<file path="src/rtl/l1_mem_pkg.sv">
// -----------------------------------------------------------------------------
// l1_mem_pkg
// Shared definitions for the L1-to-memory request path. The arbiter and both
// L1 cache FSMs import this package so state, size and owner encodings agree.
//   arb_state_t : arbiter FSM states (IDLE, ADDR, WAIT_DATA)
//   SIZE_*      : access size codes carried on *_mem_size
//   OWN_*       : requester identifiers used for owner/last tracking
// -----------------------------------------------------------------------------
package l1_mem_pkg;

    typedef enum logic [1:0] {
        IDLE      = 2'd0,
        ADDR      = 2'd1,
        WAIT_DATA = 2'd2
    } arb_state_t;

    localparam logic [1:0] SIZE_B = 2'd0;
    localparam logic [1:0] SIZE_H = 2'd1;
    localparam logic [1:0] SIZE_W = 2'd2;

    localparam logic OWN_I = 1'b0;
    localparam logic OWN_D = 1'b1;

endpackage

</file>
<file path="src/rtl/l1_mem_arbiter_rr_arb2.sv">
// -----------------------------------------------------------------------------
// rr_arb2
// Combinational two-way picker used by the L1 memory arbiter.
//   req[0] : Icache requesting        req[1] : Dcache requesting
//   last   : requester that won the previous accepted transaction
//   mode   : 0 = round-robin, 1 = fixed priority (Dcache wins ties)
//   grant  : selected requester (OWN_I / OWN_D); OWN_I when nobody requests
// -----------------------------------------------------------------------------
module rr_arb2
    import l1_mem_pkg::*;
(
    input  logic [1:0] req,
    input  logic       last,
    input  logic       mode,
    output logic       grant
);

    always_comb begin
        grant = OWN_I;
        case (req)
            2'b01:   grant = OWN_I;
            2'b10:   grant = OWN_D;
            // On a tie round-robin hands the bus to whoever did not win last.
            2'b11:   grant = mode ? OWN_D : ~last;
            default: grant = OWN_I;
        endcase
    end

endmodule

</file>
<file path="src/rtl/l1_mem_arbiter.sv">
// -----------------------------------------------------------------------------
// l1_mem_arbiter
// Shares the single L1-to-memory bus between the Icache miss path and the
// Dcache miss/writeback path, one outstanding transaction at a time.
// The winning request is forwarded combinationally so an uncontended miss
// sees no extra cycle; addrOK/dataOK are routed only to the owning cache.
//
// Parameters
//   ARB_MODE : 0 = round-robin, 1 = fixed priority with Dcache winning
//   ADDR_W   : address width
//   DATA_W   : data width (one word per transaction)
// Ports
//   clk, rstn                : clock, asynchronous active-low reset
//   icache_mem_*             : Icache read request (req/size/addr)
//   mem_icache_*             : Icache addrOK/dataOK/rdata
//   dcache_mem_*             : Dcache request (req/wr/size/addr/wdata)
//   mem_dcache_*             : Dcache addrOK/dataOK/rdata
//   mem_req..mem_wdata       : request driven onto the memory bus
//   mem_addrOK, mem_dataOK   : bus accept / completion
//   mem_rdata                : bus read data, broadcast to both caches
// -----------------------------------------------------------------------------
module l1_mem_arbiter
    import l1_mem_pkg::*;
#(
    parameter int ARB_MODE = 0,
    parameter int ADDR_W   = 32,
    parameter int DATA_W   = 32
) (
    input  logic              clk,
    input  logic              rstn,

    input  logic              icache_mem_req,
    input  logic [1:0]        icache_mem_size,
    input  logic [ADDR_W-1:0] icache_mem_addr,
    output logic              mem_icache_addrOK,
    output logic              mem_icache_dataOK,
    output logic [DATA_W-1:0] mem_icache_rdata,

    input  logic              dcache_mem_req,
    input  logic              dcache_mem_wr,
    input  logic [1:0]        dcache_mem_size,
    input  logic [ADDR_W-1:0] dcache_mem_addr,
    input  logic [DATA_W-1:0] dcache_mem_wdata,
    output logic              mem_dcache_addrOK,
    output logic              mem_dcache_dataOK,
    output logic [DATA_W-1:0] mem_dcache_rdata,

    output logic              mem_req,
    output logic              mem_wr,
    output logic [1:0]        mem_size,
    output logic [ADDR_W-1:0] mem_addr,
    output logic [DATA_W-1:0] mem_wdata,
    input  logic              mem_addrOK,
    input  logic              mem_dataOK,
    input  logic [DATA_W-1:0] mem_rdata
);

    localparam logic MODE_FIXED = (ARB_MODE != 0);

    arb_state_t state_q, state_d;
    logic       owner_q, owner_d;
    logic       last_q,  last_d;

    logic       grant;
    logic       any_req;
    logic       sel;        // requester whose fields drive the bus this cycle
    logic       fwd;        // a request is being forwarded this cycle
    logic       ack_addr;   // address phase accepted this cycle
    logic       ack_data;   // data phase completed this cycle

    assign any_req = icache_mem_req | dcache_mem_req;

    rr_arb2 u_pick (
        .req   ({dcache_mem_req, icache_mem_req}),
        .last  (last_q),
        .mode  (MODE_FIXED),
        .grant (grant)
    );

    always_ff @(posedge clk or negedge rstn) begin
        if (!rstn) begin
            state_q <= IDLE;
            owner_q <= OWN_I;
            last_q  <= OWN_D;   // Icache takes the first tie after reset
        end else begin
            state_q <= state_d;
            owner_q <= owner_d;
            last_q  <= last_d;
        end
    end

    always_comb begin
        state_d  = state_q;
        owner_d  = owner_q;
        last_d   = last_q;
        sel      = owner_q;
        fwd      = 1'b0;
        ack_addr = 1'b0;
        ack_data = 1'b0;

        case (state_q)
            IDLE: begin
                if (any_req) begin
                    sel     = grant;
                    fwd     = 1'b1;
                    owner_d = grant;
                    if (mem_addrOK) begin
                        ack_addr = 1'b1;
                        last_d   = grant;
                        state_d  = WAIT_DATA;
                    end else begin
                        state_d  = ADDR;
                    end
                end
            end
            ADDR: begin
                // Grant is locked to owner_q; a dropped req is still forwarded
                // (as 0) rather than handing the bus to the other cache.
                fwd = 1'b1;
                if (mem_addrOK) begin
                    ack_addr = 1'b1;
                    last_d   = owner_q;
                    state_d  = WAIT_DATA;
                end
            end
            WAIT_DATA: begin
                if (mem_dataOK) begin
                    ack_data = 1'b1;
                    state_d  = IDLE;
                end
            end
            default: begin
                state_d = IDLE;
            end
        endcase
    end

    always_comb begin
        mem_req           = fwd & (sel ? dcache_mem_req : icache_mem_req);
        mem_wr            = fwd & sel & dcache_mem_wr;
        mem_size          = fwd ? (sel ? dcache_mem_size : icache_mem_size) : SIZE_B;
        mem_addr          = fwd ? (sel ? dcache_mem_addr : icache_mem_addr) : '0;
        mem_wdata         = (fwd & sel) ? dcache_mem_wdata : '0;

        mem_icache_addrOK = ack_addr & (sel == OWN_I);
        mem_dcache_addrOK = ack_addr & (sel == OWN_D);
        mem_icache_dataOK = ack_data & (owner_q == OWN_I);
        mem_dcache_dataOK = ack_data & (owner_q == OWN_D);
    end

    assign mem_icache_rdata = mem_rdata;
    assign mem_dcache_rdata = mem_rdata;

endmodule

</file>
<file path="config.mk">
export PLATFORM = sky130hd
export DESIGN_NAME = l1_mem_arbiter
export DESIGN_NICKNAME = d
export VERILOG_FILES = /design/src/rtl/l1_mem_pkg.sv /design/src/rtl/l1_mem_arbiter_rr_arb2.sv /design/src/rtl/l1_mem_arbiter.sv
export SDC_FILE = /design/constraint.sdc
export NUM_CORES = 1
export LEC_CHECK = 0
export ABC_CLOCK_PERIOD_IN_PS = 4800
export CORE_AREA = 2 2 106 108
export CTS_BUF_LIST = sky130_fd_sc_hd__clkbuf_4 sky130_fd_sc_hd__clkbuf_8 sky130_fd_sc_hd__clkbuf_16
export CTS_CLUSTER_SIZE = 10
export DETAILED_ROUTE_END_ITERATION = 12
export DIE_AREA = 0 0 108 110
export PLACE_DENSITY = 0.66
export SYNTH_ARGS = -nofsm -noshare
export SYNTH_HDL_FRONTEND = slang
export SYNTH_SLANG_ARGS = --single-unit
</file>
<file path="constraint.sdc">
create_clock -name clk -period 4.8 [get_ports clk]
set_input_delay 1.44 -clock clk [delete_from_list [all_inputs] [get_ports clk]]
set_output_delay 1.44 -clock clk [all_outputs]
set_load 0.005 [all_outputs]
</file>
==> impl_metrics.csv, run 1 <==
group,metric,value,unit
detailed_routing,vias_per_cell,4.40,
min_path,hp-class,"flop to flop",
power,cellLeakagePower,1.37,nW
detailed_routing,remaining_drc_errors,0,
clock_tree,clk_latency,0.22,ns
worst_setup_path,crit_path_end_kind,"output port",
detailed_routing,ant_nets,0,
placement,place_area,3270,sq um
status,status,"complete, no violations",
clock_tree,ctsHoldBuffers,0,
yosys,synth_cells,251,
min_path,min_path_cells,1,
placement,hpwl,6050,microns
global_routing,grtUsageTotal,0.117,
worst_setup_path,critPathSlowestCell,"clkdlybuf4s50_1",
detailed_routing,wirelength,7740,microns
cells_and_area,multi_input_area,1070,sq um
sta,max_freq,212,MHz
floorplanning,dieArea,11900,sq um
clock_tree,numClockSinks,4,
global_routing,grt_max_degree,71,
floorplanning,rows,38,
yosys,ys_seq_area_frac,0.0557,
worst_setup_path,worst_r2r_path_depth,6,
yosys,avgSynthCellArea,7.25,sq um
floorplanning,core-area,10700,sq um
cells_and_area,diodes,0,
cells_and_area,layout.nets,498,
sta,slew_violations,0,
sta,skew,0.00487,ns
clock_tree,tritoncts,"yes",
worst_setup_path,crit_type,"primary input to output port",
yosys,ys_warn_count,0,
cells_and_area,seq_area,101,sq um
cells_and_area,final_util,0.318,
sta,setup_viol,0,
worst_setup_path,crit_chain,"clkdlybuf4s15_2, or3b_1, a22oi_2, buf_6, buf_16, mux2i_1, clkdlybuf4s50_1",
floorplanning,ios,275,
cells_and_area,fill_cells,1133,
yosys,synth_cell_types,25,
cells_and_area,drive_above_1_share,0.0782,
detailed_routing,drt_iter0_drc,107,
worst_setup_path,worstSetupStartpointType,"primary input",
sta,finalHoldViolations,0,
run,drv_cap,0,
sta,rsz0062_at_grt,"no",
sta,layout_min_cycle_time,4.71,ns
sta,tightest_slew,0.729,ns
power,ir_drop,87.6,uV
clock_tree,clkTransAtPathRegs,0.03,ns
global_routing,grt_pass1_wl,10900,microns
sta,max-slew-margin-rel,0.514,
clock_tree,cts_buffer_depth,2,
detailed_routing,num_vias,2189,
floorplanning,die_y,110,microns
power,p_per_area,262,nW/um^2
placement,io_buffers,178,
placement,place_congestion,0.716,
floorplanning,start_util,0.170,
detailed_routing,drt-pass1-iter-count,4,
worst_setup_path,worst_ep_arrival_time,3.27,ns
detailed_routing,wl_per_cell,15.5,microns
sta,fin_crit_sh,0.982,
clock_tree,root_buffer,"clkbuf_8",
worst_setup_path,critPathMaxStageDelay,0.54,ns
cells_and_area,syn_to_final_growth,86.8,%
worst_setup_path,cp_max_fo,17,
yosys,syn-cell-area,1820,sq um
yosys,ys_ff_latch,4,
global_routing,grt_antenna_before_repair,0,
yosys,synth_nets,390,
clock_tree,cts_made_buffers,3,
clock_tree,htree_levels,1,
floorplanning,die_w,108,microns
worst_setup_path,required,3.36,ns
global_routing,gr-total-overflow,0,
cells_and_area,design_area,3400,sq um
global_routing,first_global_vias,2096,
-- metrics by stage --
stage / setup TNS [ns] / hold slack (ns) / total power, mW / cells / setup slack (ns)
2_1_floorplan: 0 / 0.463 / 0.437 / 251 / 0.916
3_3_place_gp: -11.57 / 0.483 / 0.753 / 490 / -0.263
3_5_place_dp: -13.58 / 0.489 / 0.762 / 490 / -0.325
4_1_cts: 0 / 0.502 / 0.904 / 498 / 0.0437
5_1_grt: 0 / 0.515 / 0.954 / 498 / 0.00382
6_report: 0 / 0.499 / 0.891 / 498 / 0.0858
-- area by class of cell --
cell class / count / area share
Clock buffer: 4 / 0.0143
Sequential cell: 4 / 0.0298
Tap cell: 140 / 0.0515
Inverter: 2 / 0.00221
Timing Repair Buffer: 194 / 0.587
Multi-Input combinational cell: 154 / 0.315
-- cells in the final DEF (no fill, tap or decap) --
master           Yosys  layout
clkbuf_8             0       3
inv_2                1       1
buf_6                2       1
nand2_1              2       2
or3_2                0       1
nor2b_1              1       1
bufbuf_16            0       1
clkdlybuf4s15_2      0       1
nor4b_1              1       1
mux2i_2              0       2
clkdlybuf4s50_1      0     166
o2bb2ai_1            1       1
o31ai_1              1       1
nor2_1               4       4
dfrtp_1              3       3
a21boi_2             0       1
a22oi_2              1       1
and4b_1              1       1
buf_12               3       4
nand3_1             69      69
mux2i_1             36      34
clkbuf_4             0       1
nor3b_1             33      33
dlygate4sd2_1        0       9
buf_4               64       9
inv_1                1       1
a211oi_1             1       1
dfstp_2              1       1
buf_16               0       1
dlymetal6s2s_1       0       2
or3b_1               1       1
-- flip-flops by register name, summed over array words and instances, names as in the netlist --
name     flops
last_q       1
owner_q      1
state_q      2
-- worst max-delay path: cells and delay by family --
kind                   cells  cell delay [ns]
AND/OR/NAND/NOR            1             0.37
buffers and inverters      4             1.10
multiplexers               1             0.19
AO/OA/AOI/OAI              1             0.17
-- path summary, 6_finish.rpt --
path | to | startpoint | slack (ns)
hold reg to reg | last_q | last_q | 0.50
min in group asynchronous | owner_q | rstn | 1.42
setup reg to reg | owner_q | state_q[1] | 3.00
setup / recovery | mem_addr[9] | icache_mem_req | 0.09
max in group asynchronous | last_q | rstn | 3.14
hold / removal | last_q | last_q | 0.50
-- kinds of logic after synthesis --
logic type	share of synthesized area
mux	0.198
compound gates	0.0241
simple gates	0.360
buf+inv	0.362
flops	0.0557
-- per-layer routing --
metal / share of wire / track usage
met4: 0.027 / 0.0531
met3: 0.11 / 0.0329
met2: 0.51 / 0.221
met1: 0.34 / 0.120
met5: 0 / 0
-- what timing repair did --
action                                  4_1_cts  5_1_grt
pin swaps                                     1        0
buffers inserted                              2        0
endpoints found under the setup margin       67        2
gates cloned                                  2        0
gates resized for setup                      17        2
-- synthesized netlist by cell type --
cell type	n	area (sq um)
or3b_1	1	8.76
o2bb2ai_1	1	8.76
dfrtp_1	3	75.1
a211oi_1	1	7.51
and4b_1	1	10.0
buf_6	2	22.5
inv_2	1	3.75
inv_1	1	3.75
a22oi_2	1	12.5
nand3_1	69	345
nor3b_1	33	248
buf_2	5	25.0
a21boi_0	1	7.51
o31ai_1	1	7.51
buf_1	1	3.75
nor2b_1	1	6.26
buf_4	64	480
nor2_1	4	15.0
clkbuf_1	16	60.1
dfstp_2	1	26.3
nor4b_1	1	8.76
or3_1	1	6.26
mux2i_1	36	360
nand2_1	2	7.51
buf_12	3	60.1
-- power by group --
| group | total (mW) | switching, mW | internal (mW) |
|---|---|---|---|
| Combinational | 0.746 | 0.286 | 0.460 |
| Clock | 0.0791 | 0.0168 | 0.0623 |
| Sequential | 0.0659 | 0.0211 | 0.0448 |
| Total | 0.891 | 0.323 | 0.567 |
(Power assumes the default switching activity.)
==> run 2, diff against run 1 <==
SKIP_CTS_REPAIR_TIMING = 1   (was not set)
==> run 2 against run 1 <==
Routed wire length is 1.4% higher. Critical endpoint is now mem_addr[10]. Via count is 0.27% lower. Critical path depth stayed put. Hold slack better by 0.014 ns. Sequential cell count stayed put. Sequential share of layout area hardly changed. Global-route usage is 0.52 points lower. Combinational power is 1% lower. Count of clock-buffer cells in the layout stayed put. Die area stayed put. Clock power is 0.6% lower. Highest routed layer unchanged. Utilization hardly changed.
==> impl_metrics.csv, run 2 (synthesis gave the netlist of run 1 again) <==
group,metric,value,unit
status,status,"complete, no violations",
placement,io_buffers,178,
global_routing,gr-total-overflow,0,
sta,slew_violations,0,
placement,place_area,3270,sq um
min_path,hp-class,"flop to flop",
detailed_routing,wl_per_cell,15.8,microns
detailed_routing,drt_iter0_drc,98,
sta,finalHoldViolations,0,
power,cellLeakagePower,1.37,nW
global_routing,grt_antenna_before_repair,0,
detailed_routing,drt-pass1-iter-count,5,
sta,rsz0062_at_grt,"no",
cells_and_area,largestRegisters,"state_q x2, last_q x1, owner_q x1",
clock_tree,cts_made_buffers,3,
cells_and_area,layout.nets,497,
clock_tree,cts_buffer_depth,2,
global_routing,grt_max_degree,71,
sta,tightest_slew,0.734,ns
worst_setup_path,cp_max_fo,17,
cells_and_area,multi_input_area,1090,sq um
floorplanning,die_y,110,microns
worst_setup_path,crit_path_end_kind,"output port",
sta,max_freq,213,MHz
placement,place_congestion,0.716,
cells_and_area,diodes,0,
global_routing,grtUsageTotal,0.112,
sta,setup_viol,0,
detailed_routing,topRoutingLayerUsed,"met4",
floorplanning,rows,38,
cells_and_area,largest_register_ffs,2,
power,p_per_area,260,nW/um^2
floorplanning,die_w,108,microns
sta,max-slew-margin-rel,0.511,
detailed_routing,wl_met2,4070,microns
sta,finalWorstSetupSlack,0.107,ns
cells_and_area,layout_commonest_cell,"clkdlybuf4s50_1",
clock_tree,htree_levels,1,
clock_tree,clkTransAtPathRegs,0.03,ns
worst_setup_path,worst_ep_arrival_time,3.25,ns
sta,layout_min_cycle_time,4.69,ns
cells_and_area,drive_above_1_share,0.0756,
sta,fin_crit_sh,0.978,
detailed_routing,num_vias,2183,
floorplanning,ios,275,
global_routing,grt_pass1_wl,10500,microns
run,drv_cap,0,
cells_and_area,fill_cells,1136,
cells_and_area,final_cell_mix,"clkdlybuf4s50_1 (172), nand3_1 (69), mux2i_1 (34), nor3b_1 (33), buf_4 (8)",
power,fin_total_pwr,0.884,mW
clock_tree,numClockSinks,4,
cells_and_area,seq_area,101,sq um
power,ir_drop,88.0,uV
clock_tree,clk_latency,0.21,ns
placement,place_ws,-0.325,ns
detailed_routing,routed-wl-met3,849,microns
worst_setup_path,worstSetupStartpointType,"primary input",
detailed_routing,vias_per_cell,4.39,
sta,skew,0.00450,ns
floorplanning,start_util,0.170,
detailed_routing,wl_met1,2740,microns
global_routing,first_global_vias,2066,
floorplanning,dieArea,11900,sq um
detailed_routing,wirelength,7850,microns
detailed_routing,ant_nets,0,
floorplanning,core-area,10700,sq um
cells_and_area,max_flop_register,"state_q",
clock_tree,root_buffer,"clkbuf_8",
cells_and_area,design_area,3400,sq um
cells_and_area,syn_to_final_growth,86.7,%
worst_setup_path,crit_type,"primary input to output port",
worst_setup_path,required,3.36,ns
clock_tree,tritoncts,"yes",
placement,hpwl,6050,microns
detailed_routing,remaining_drc_errors,0,
run 2: area by class of cell:
cell class / count / area share
clock buffers: 4 / 0.0144
inverters: 2 / 0.00221
multi-input cells: 154 / 0.320
flip-flops and latches: 4 / 0.0298
well taps: 140 / 0.0515
repair buffers: 193 / 0.582
run 2: stage by stage:
stage          hold WS, ns  setup TNS [ns]  utilization  cells
2_1_floorplan        0.463               0            -    251
3_3_place_gp         0.483          -11.57        0.306    490
3_5_place_dp         0.489          -13.58        0.306    490
4_1_cts              0.493          -14.65        0.310    494
5_1_grt              0.528               0        0.318    497
6_report             0.513               0        0.318    497
run 2: worst paths after layout:
path	start	end	slack [ns]	depth (start not counted)
worst max-delay path	icache_mem_req	mem_addr[10]	0.11	7
worst min-delay path	last_q	last_q	0.51	1
min in group asynchronous	rstn	owner_q	1.42	1
worst min register to register	last_q	last_q	0.51	1
worst max register to register	state_q[1]	state_q[1]	3.02	4
max in group asynchronous	rstn	last_q	3.14	1
run 2: critical path, stage by stage:
cell	delay, ns
clkbuf_2	0.15
or3b_1	0.38
a22oi_2	0.19
buf_6	0.16
buf_12	0.18
mux2i_1	0.21
clkdlybuf4s50_1	0.53
run 2: metal layers:
metal / track usage / vias to the layer above
met3: 0.0300 / 26
met5: 0 / -
met2: 0.212 / 135
li1: - / 1026
met1: 0.114 / 996
met4: 0.0513 / 0
run 2: report_power, final:
group / leakage, nW / total (mW) / internal [mW] / switching [mW]
logic: 1.30 / 0.737 / 0.450 / 0.287
clock network: 0.0262 / 0.0786 / 0.0622 / 0.0164
registers: 0.0473 / 0.0684 / 0.0449 / 0.0236
total: 1.37 / 0.884 / 0.557 / 0.327
